===== config.mk =====
export PLATFORM = sky130hd
export DESIGN_NAME = ga_best_log
export DESIGN_NICKNAME = d
export VERILOG_FILES = /design/src/rtl/ga_pkg.sv /design/src/rtl/ga_log_mem.sv /design/src/rtl/ga_best_log.sv
export SDC_FILE = /design/constraint.sdc
export NUM_CORES = 1
export LEC_CHECK = 0
export ABC_AREA = 1
export CAP_MARGIN = 10
export CORE_ASPECT_RATIO = 1.75
export CORE_MARGIN = 2
export CORE_UTILIZATION = 61
export CTS_CLUSTER_SIZE = 30
export DETAILED_ROUTE_END_ITERATION = 6
export HOLD_SLACK_MARGIN = 0.08
export PLACE_DENSITY = 0.83
export RECOVER_POWER = 25
export SYNTH_ARGS = -nofsm -noshare
export SYNTH_HDL_FRONTEND = slang
export SYNTH_HIERARCHICAL = 1
export SYNTH_SLANG_ARGS = --single-unit

===== constraint.sdc =====
create_clock -name clk -period 3.9 [get_ports clk]
set_input_delay 0.585 -clock clk [delete_from_list [all_inputs] [get_ports clk]]
set_output_delay 0.585 -clock clk [all_outputs]
set_load 0.01 [all_outputs]

===== src/rtl/ga_pkg.sv =====
// Definitions shared between ga and its result logger: gene/fitness widths,
// their types, and the logger FSM encoding. Log word width depends on GA_LOG_FIT_EN.
package ga_pkg;

  localparam int CHROM_W = 8;
  localparam int FIT_W   = 27;

  typedef logic [CHROM_W-1:0] chrom_t;
  typedef logic [FIT_W-1:0]   fit_t;

  typedef enum logic [1:0] {
    S_IDLE = 2'd0,
    S_LOG  = 2'd1,
    S_DONE = 2'd2
  } log_state_t;

  // Log word layout is {chromosome, fitness}; fitness is only stored when enabled.
`ifdef GA_LOG_FIT_EN
  localparam int LOG_W = CHROM_W + FIT_W;
`else
  localparam int LOG_W = CHROM_W;
`endif

endpackage


===== src/rtl/ga_log_mem.sv =====
// Generation log storage: DEPTH x W synchronous RAM with one write and one read
// address, registered read-first output that holds between reads.
module ga_log_mem
  import ga_pkg::*;
#(
  parameter int DEPTH = 100,
  parameter int AW    = 7,
  parameter int W     = LOG_W
) (
  input  logic          clk,
  input  logic          rst,
  input  logic          we,
  input  logic [AW-1:0] wr_addr,
  input  logic [W-1:0]  wr_data,
  input  logic          re,
  input  logic          rd_zero,
  input  logic [AW-1:0] rd_addr,
  output logic [W-1:0]  rd_data
);

  logic [W-1:0] mem_q [DEPTH];
  logic [W-1:0] rd_data_q;

  always_ff @(posedge clk) begin
    if (we) begin
      mem_q[wr_addr] <= wr_data;
    end
  end

  // Read samples the array before this edge's write lands (read-first).
  always_ff @(posedge clk) begin
    if (rst) begin
      rd_data_q <= '0;
    end else if (re) begin
      rd_data_q <= rd_zero ? '0 : mem_q[rd_addr];
    end
  end

  assign rd_data = rd_data_q;

endmodule


===== src/rtl/ga_best_log.sv =====
// Per-generation result logger behind ga: buffers best/best_fit, tracks the all-time
// best and stall count, and serves a 1-cycle read port. Fitness storage: GA_LOG_FIT_EN.
module ga_best_log
  import ga_pkg::*;
#(
  parameter int  GENS        = 100,
  parameter int  STALL_LIMIT = 10,
  localparam int AW          = (GENS > 1) ? $clog2(GENS) : 1,
  localparam int CW          = $clog2(GENS + 1)
) (
  input  logic          clk,
  input  logic          reset,
  input  logic          gen_valid,
  input  chrom_t        best,
  input  fit_t          best_fit,
  input  logic          finished,
  input  logic          rd_en,
  input  logic [AW-1:0] rd_addr,
  output logic          rd_valid,
  output chrom_t        rd_best,
  output fit_t          rd_fit,
  output logic [CW-1:0] gen_count,
  output chrom_t        top_best,
  output fit_t          top_fit,
  output logic [AW-1:0] top_gen,
  output logic [CW-1:0] stall,
  output logic          converged,
  output logic          done,
  output logic          overflow
);

  log_state_t    state_q, state_d;
  logic [CW-1:0] count_q, count_d;
  chrom_t        top_best_q, top_best_d;
  fit_t          top_fit_q, top_fit_d;
  logic [AW-1:0] top_gen_q, top_gen_d;
  logic [CW-1:0] stall_q, stall_d;
  logic          ovf_q, ovf_d;
  logic          rd_valid_q;

  logic          we;
  logic [AW-1:0] wr_addr;
  logic [LOG_W-1:0] wr_data;
  logic [LOG_W-1:0] rd_data;
  logic          rd_zero;

  assign wr_addr = count_q[AW-1:0];
  // Unwritten slots (including the one being written this cycle) read as zero.
  assign rd_zero = CW'(rd_addr) >= count_q;

`ifdef GA_LOG_FIT_EN
  assign wr_data = {best, best_fit};
  assign rd_best = rd_data[LOG_W-1:FIT_W];
  assign rd_fit  = rd_data[FIT_W-1:0];
`else
  assign wr_data = best;
  assign rd_best = rd_data;
  assign rd_fit  = '0;
`endif

  always_comb begin
    state_d    = state_q;
    count_d    = count_q;
    top_best_d = top_best_q;
    top_fit_d  = top_fit_q;
    top_gen_d  = top_gen_q;
    stall_d    = stall_q;
    ovf_d      = ovf_q;
    we         = 1'b0;
    unique case (state_q)
      S_IDLE, S_LOG: begin
        if (gen_valid) begin
          we      = 1'b1;
          count_d = count_q + 1'b1;
          state_d = S_LOG;
          // The first entry seeds the record regardless of its fitness.
          if ((state_q == S_IDLE) || (best_fit > top_fit_q)) begin
            top_best_d = best;
            top_fit_d  = best_fit;
            top_gen_d  = wr_addr;
            stall_d    = '0;
          end else if (stall_q != CW'(GENS)) begin
            stall_d = stall_q + 1'b1;
          end
        end
        if (finished || (count_d == CW'(GENS))) begin
          state_d = S_DONE;
        end
      end
      S_DONE: begin
        if (gen_valid) begin
          ovf_d = 1'b1;
        end
      end
      default: begin
        state_d = S_IDLE;
      end
    endcase
  end

  always_ff @(posedge clk) begin
    if (reset) begin
      state_q    <= S_IDLE;
      count_q    <= '0;
      top_best_q <= '0;
      top_fit_q  <= '0;
      top_gen_q  <= '0;
      stall_q    <= '0;
      ovf_q      <= 1'b0;
      rd_valid_q <= 1'b0;
    end else begin
      state_q    <= state_d;
      count_q    <= count_d;
      top_best_q <= top_best_d;
      top_fit_q  <= top_fit_d;
      top_gen_q  <= top_gen_d;
      stall_q    <= stall_d;
      ovf_q      <= ovf_d;
      rd_valid_q <= rd_en;
    end
  end

  ga_log_mem #(
    .DEPTH (GENS),
    .AW    (AW),
    .W     (LOG_W)
  ) u_mem (
    .clk     (clk),
    .rst     (reset),
    .we      (we && !reset),
    .wr_addr (wr_addr),
    .wr_data (wr_data),
    .re      (rd_en),
    .rd_zero (rd_zero),
    .rd_addr (rd_addr),
    .rd_data (rd_data)
  );

  assign rd_valid  = rd_valid_q;
  assign gen_count = count_q;
  assign top_best  = top_best_q;
  assign top_fit   = top_fit_q;
  assign top_gen   = top_gen_q;
  assign stall     = stall_q;
  assign converged = stall_q >= CW'(STALL_LIMIT);
  assign done      = (state_q == S_DONE);
  assign overflow  = ovf_q;

endmodule


==> reports/results.ini <==
[global_routing]
grt_pass1_vias = 25082
grt_usage_pct = 29.2
grt_pass1_wl_microns = 137000
grt-ovfl-total = 0
grt_max_degree = 149
antenna_found_initial = 0

[sta]
worstMarginPinSlew_ps = 3480
setup_viol = 0
slew_headroom_pct = -132
fin_crit_sh_pct = 80.7
max_clock_freq_mhz = 318
rsz0062_at_grt = false
slew_viol_final = 464
fin_worst_skew_ps = 26.0
tns_ps = 0
finalCriticalPeriod_ps = 3150
finalHoldViolCount = 0

[clock_tree]
postCtsSetupRepairBufs = 0
cts_hold_buf = 0
worstSkewPairLatency_ps = 620
clock_path_buffers = 3
h-tree-depth = 3
cts-root-buf = clkbuf_16
cts_buffers = 68
cts_tree = done
ctsResizeCount = 0
clk_pin_slew_worst_paths_ps = 70
cts_sinks = 868

[synth]
synth_largest_area_cell = edfxtp_1
muxShareOfSynthArea_pct = 0
synth_cell_types = 38
yosys.area_share.simple_pct = 21.7
yosys.area_share.adder_pct = 1.30
synth_top_family_by_area = simple AND/OR/NAND/NOR gates
synth_area_leaders = edfxtp_1, nand2_1, nand3_1
synth_area_sq_um = 36700
synth_compound_area_share_pct = 3.15
synth_warnings = 6
syn_area_per_cell_sq_um = 10.9
synth-seq-area-share_pct = 69.2
synth_top_area_share_pct = 65.5
synth_xor_xnor_area_share_pct = 0.191
ys_ff_latch = 868
netlist_instances = 3358

[pwr]
combPwrFrac_pct = 8.4
p_sw_uw = 4190
seq_power_share_pct = 54.6
power_leakage_uw = 0.0146
power_density_nw_per_um2 = 463
p_sw_share_pct = 22.3
ir_worst_vdd_uv = 564
clkPwrFrac_pct = 37.0
internal_power_uw = 14600

[layout]
layout.nets = 3496
fillers = 4004
final_layout_size_suffix_gt1_share_pct = 5.41
antenna_cells = 0
fin_util_pct = 67.9
final_common_cell = nand2_1
synthToLayoutAreaGrowth_pct = 10.8
layout_common_cells = nand2_1, edfxtp_1, nand3_1, nor2_1, inv_1

[critical_path]
critPathSlowestCell = clkbuf_1
crit_chain = clkbuf_1
cp_top_family = buffers and inverters
worstPathMaxFanout = 68
critPathLaunchType = input port
arrival_ps = 3050
critPathKind = in2reg
cpPeakStageDelay_ps = 2400
end_kind = register
cp.buffers_inverters = 1
critPathRequiredTime_ps = 3800

[drt]
avgViaCountPerCell = 6.05
drcViolationCount = 4
drt-total-wl_microns = 90800
wl_per_cell_microns = 21.4
via_count = 25686
ant_nets = 0
firstDrtPassIters = 7
drtIter0Drc = 2870

[job]
cap_violations = 6

[run_status]
status = finished with violations
violations = design-rule violations, max-capacitance violations, max-slew violations

[place]
hpwlAfterDp_microns = 54100
io_buffers = 114
gp_congestion = 0.943

[floorplanning]
die_w_microns = 189
fp.coreArea_sq_um = 59900
die_area_sq_um = 62200
ioPinCount = 142
initial_utilization_pct = 61.3
die_h_microns = 328
rows = 119

[min_path]
hold_class = in2reg

[path summary, 6_finish.rpt]
path,cells past startpoint,from,end,slack (ps)
setup reg to reg,4,gen_count[2]$_SDFFE_PP0P_,u_mem/mem_q[39][0]$_DFFE_PP_,1020
setup / recovery,1,best[6],u_mem/mem_q[11][6]$_DFFE_PP_,750
hold / removal,4,reset,gen_count[1]$_SDFFE_PP0P_,380
hold reg to reg,2,top_best[4]$_SDFFE_PP0P_,top_best[4]$_SDFFE_PP0P_,470
[state kept, by name (all words and copies together), names as in the netlist]
name and count:
gen_count 7, u_mem/mem_q 800, overflow 1, top_best 8
state_q 2, stall 7, top_gen 7, u_mem/rd_data 8
top_fit 27, rd_valid 1
[metal layers]
metal  vias to the layer above  track usage (%)  routed length [microns]
met1                     12132             32.5                    29400
met5                         -                0                        0
li1                      11654                -                        -
met4                         0             21.0                     6510
met3                       355             3.96                     8140
met2                      1545             51.3                    46800
[cell families after synthesis]
| logic type | count (synthesis) |
|---|---|
| buffers and inverters | 352 |
| adders and majority gates | 38 |
| other | 1 |
| AOI/OAI and AO/OA | 209 |
| DFF | 868 |
| xor gates and xnor gates | 8 |
| and+or+nand+nor | 1882 |
[through the flow]
| step | cells | power (uW) | instance area (sq um) | hold WS [ps] | setup slack, ps |
|---|---|---|---|---|---|
| 2_1_floorplan | 3384 | 11400 | 36800 | 474 | 790 |
| 3_3_place_gp | 4127 | 12000 | 38400 | 442 | 511 |
| 3_5_place_dp | 4127 | 12000 | 38400 | 453 | 410 |
| 4_1_cts | 4243 | 18800 | 40700 | 344 | 1080 |
| 5_1_grt | 4243 | 19300 | 40700 | 419 | 551 |
| 6_report | 4243 | 18800 | 40700 | 382 | 752 |
[power by group through the flow]
stage	Sequential [uW]	Clock [uW]	Combinational, uW
floorplan	10500	0	890
global placement	10500	0	1500
detailed placement	10500	0	1530
CTS	10300	7000	1540
global route	10300	7320	1710
finish	10300	6960	1580
[cell type report]
cell class / instances / area [sq um] / area share (%)
flip-flops and latches: 868 / 25400 / 62.4
multi-input cells: 2164 / 9760 / 24.0
well taps: 786 / 983 / 2.42
inverters: 124 / 479 / 1.18
clock buffers: 84 / 1870 / 4.60
clock inverters: 32 / 367 / 0.902
repair buffers: 185 / 1810 / 4.46
[cell usage after synthesis]
cell type,instances
inv_1,119
a21oi_1,86
a21o_1,3
nor4_1,2
buf_4,39
nand4_1,6
edfxtp_1,800
buf_2,100
nor2_1,249
dfxtp_1,68
nand2_8,1
xnor2_1,1
nor2_2,1
o31ai_1,1
or2_2,1
o22ai_1,5
or2_0,1
xor2_1,7
nor3_1,12
a21boi_0,1
and2_1,1
clkinv_1,3
ha_1,38
nand2_1,963
o2111ai_1,1
inv_2,2
o21a_1,1
clkbuf_1,55
buf_1,26
o41ai_2,1
nand3_1,642
conb_1,1
o21ai_0,81
nand2_2,1
nand2_4,1
buf_6,8
o211ai_1,29
nand3b_1,1
(Power assumes the default switching activity.)
==> RTL edit (same flow settings) <==
The parameter `GENS` goes from 100 to 50.
--- a/src/rtl/ga_best_log.sv
+++ b/src/rtl/ga_best_log.sv
@@ -5,3 +5,3 @@
 #(
-  parameter int  GENS        = 100,
+  parameter int  GENS        = 50,
   parameter int  STALL_LIMIT = 10,
Ports: changed (resized gen_count, rd_addr, stall and top_gen); port bits go from 142 to 138. The function was not compared with the original's and may differ.
==> RTL edit against the unedited design <==
The flow finishes with violations (max-capacitance violations, max-slew violations). Worst setup slack worse by 0.13 ns. Synthesized area down 42%. Utilization up 0.58 points. First-iteration DRC count down 40%. Sequential cell count down 403. Synthesized cell count down 38%. Final area down 42%. Wire length down 40%. Total power down 43%. Sequential power down 46%. Clock power down 42%. Critical path type unchanged. Largest power group unchanged.
==> RTL edit: results (changes against the unedited design) <==
routability cong.=0.928 (-1.5%); Routed Wire Length=54600 um (-40%); nets@finish=2237 (-36%); DP Area=22200 um^2 (-42%); total track usage=29.7% (+0.48 points); max_cap viols=7 (+1); EDFF count, synth=400 (-50%); Avg Vias per Cell=5.88 (-2.9%); max reg flops=400 (-50%); Port Buf Inserts=110 (-3.5%); Distinct cells, synth=42 (+11%); later-pin clock latency in the skew report=0.55 ns (-0.07 ns); Slew @ Worst Pin=2.87 ns (-0.608 ns); synth top area cells=edfxtp_1 57%, nand2_1 10%, dfxtp_1 6.1%; Slew Viols, Final=358 (-23%); CP startpoint=gen_valid; internal power=8120 uW (-45%); fraction of layout cells with a size suffix above 1=8.06% (+2.6 points); vias in the first global route=15700 (-37%); register area share after synthesis=62.7% (-6.5 points); Hold Path Class=flop to flop; grt met2 use=53.5% (+2.2 points); status=finished, violations left; P&R area growth vs syn=10.9% (about the same); drt pass-1 iters=6 (-1); CTS HTree Levels=2 (-1); CTS buffer count=39 (-43%); failing checks=max-capacitance violations, max-slew violations; Arrival @ worst endpoint=3.44 ns (+0.39 ns); maximum vdd drop=0.000359 V (-36%); FF-to-FF Start=state_q[1]$_SDFFE_PP0P_; Static Leakage=0.00910 uW (-38%); 1st-iter DRT viols=1712 (-40%); Post-Place Worst Slack=0.153 ns (-0.257 ns)
==> RTL edit: power groups by stage <==
| stage | Clock, uW | Sequential, uW | Combinational (uW) |
|---|---|---|---|
| global route | 4250 | 5530 | 1150 |
| finish | 4050 | 5520 | 1060 |
| floorplan | 0 | 5620 | 649 |
| detailed placement | 0 | 5620 | 1040 |
| CTS | 4080 | 5510 | 1050 |
| global placement | 0 | 5620 | 1010 |
==> RTL edit: cell type report <==
cell class	instances	area share [%]
flip-flops and latches	465	56.6
multi-input cells	1298	26.6
repair buffers	130	5.16
clock buffers	50	4.77
inverters	221	3.54
well taps	460	2.45
clock inverters	20	0.888
==> RTL edit: per-layer routing <==
metal	part of all wire [%]	wire length, um
met3	7.6	4130
met1	33	17800
met4	8.4	4570
met2	51	28000
met5	0	0
==> RTL edit: cell families (layout without fill, tap and decap cells) <==
family,count (synthesis),in the layout,synth area share (%)
other,1,27,0.0177
AND/OR/NAND/NOR,1055,1055,21.4
flip-flops,465,465,62.7
adder cells (fa/ha/maj),36,36,2.12
AO/OA/AOI/OAI,173,173,5.15
buffers and inverters,359,421,8.26
XOR/XNOR,7,7,0.289
==> RTL edit: final timing paths <==
kind / endpoint / cells after the start / slack (ns)
worst min-delay path: overflow$_SDFFE_PP0P_ / 2 / 0.47
worst max register to register: u_mem/mem_q[34][3]$_DFFE_PP_ / 5 / 0.80
worst max-delay path: u_mem/mem_q[34][3]$_DFFE_PP_ / 7 / 0.62
worst min register to register: overflow$_SDFFE_PP0P_ / 2 / 0.47
==> RTL edit: worst max-delay path, stage by stage <==
cell,delay (ns)
clkdlybuf4s50_1,0.53
inv_1,0.11
nor2_4,0.09
inv_1,0.09
nor2_1,0.65
nand4_1,0.58
nor2_1,0.80
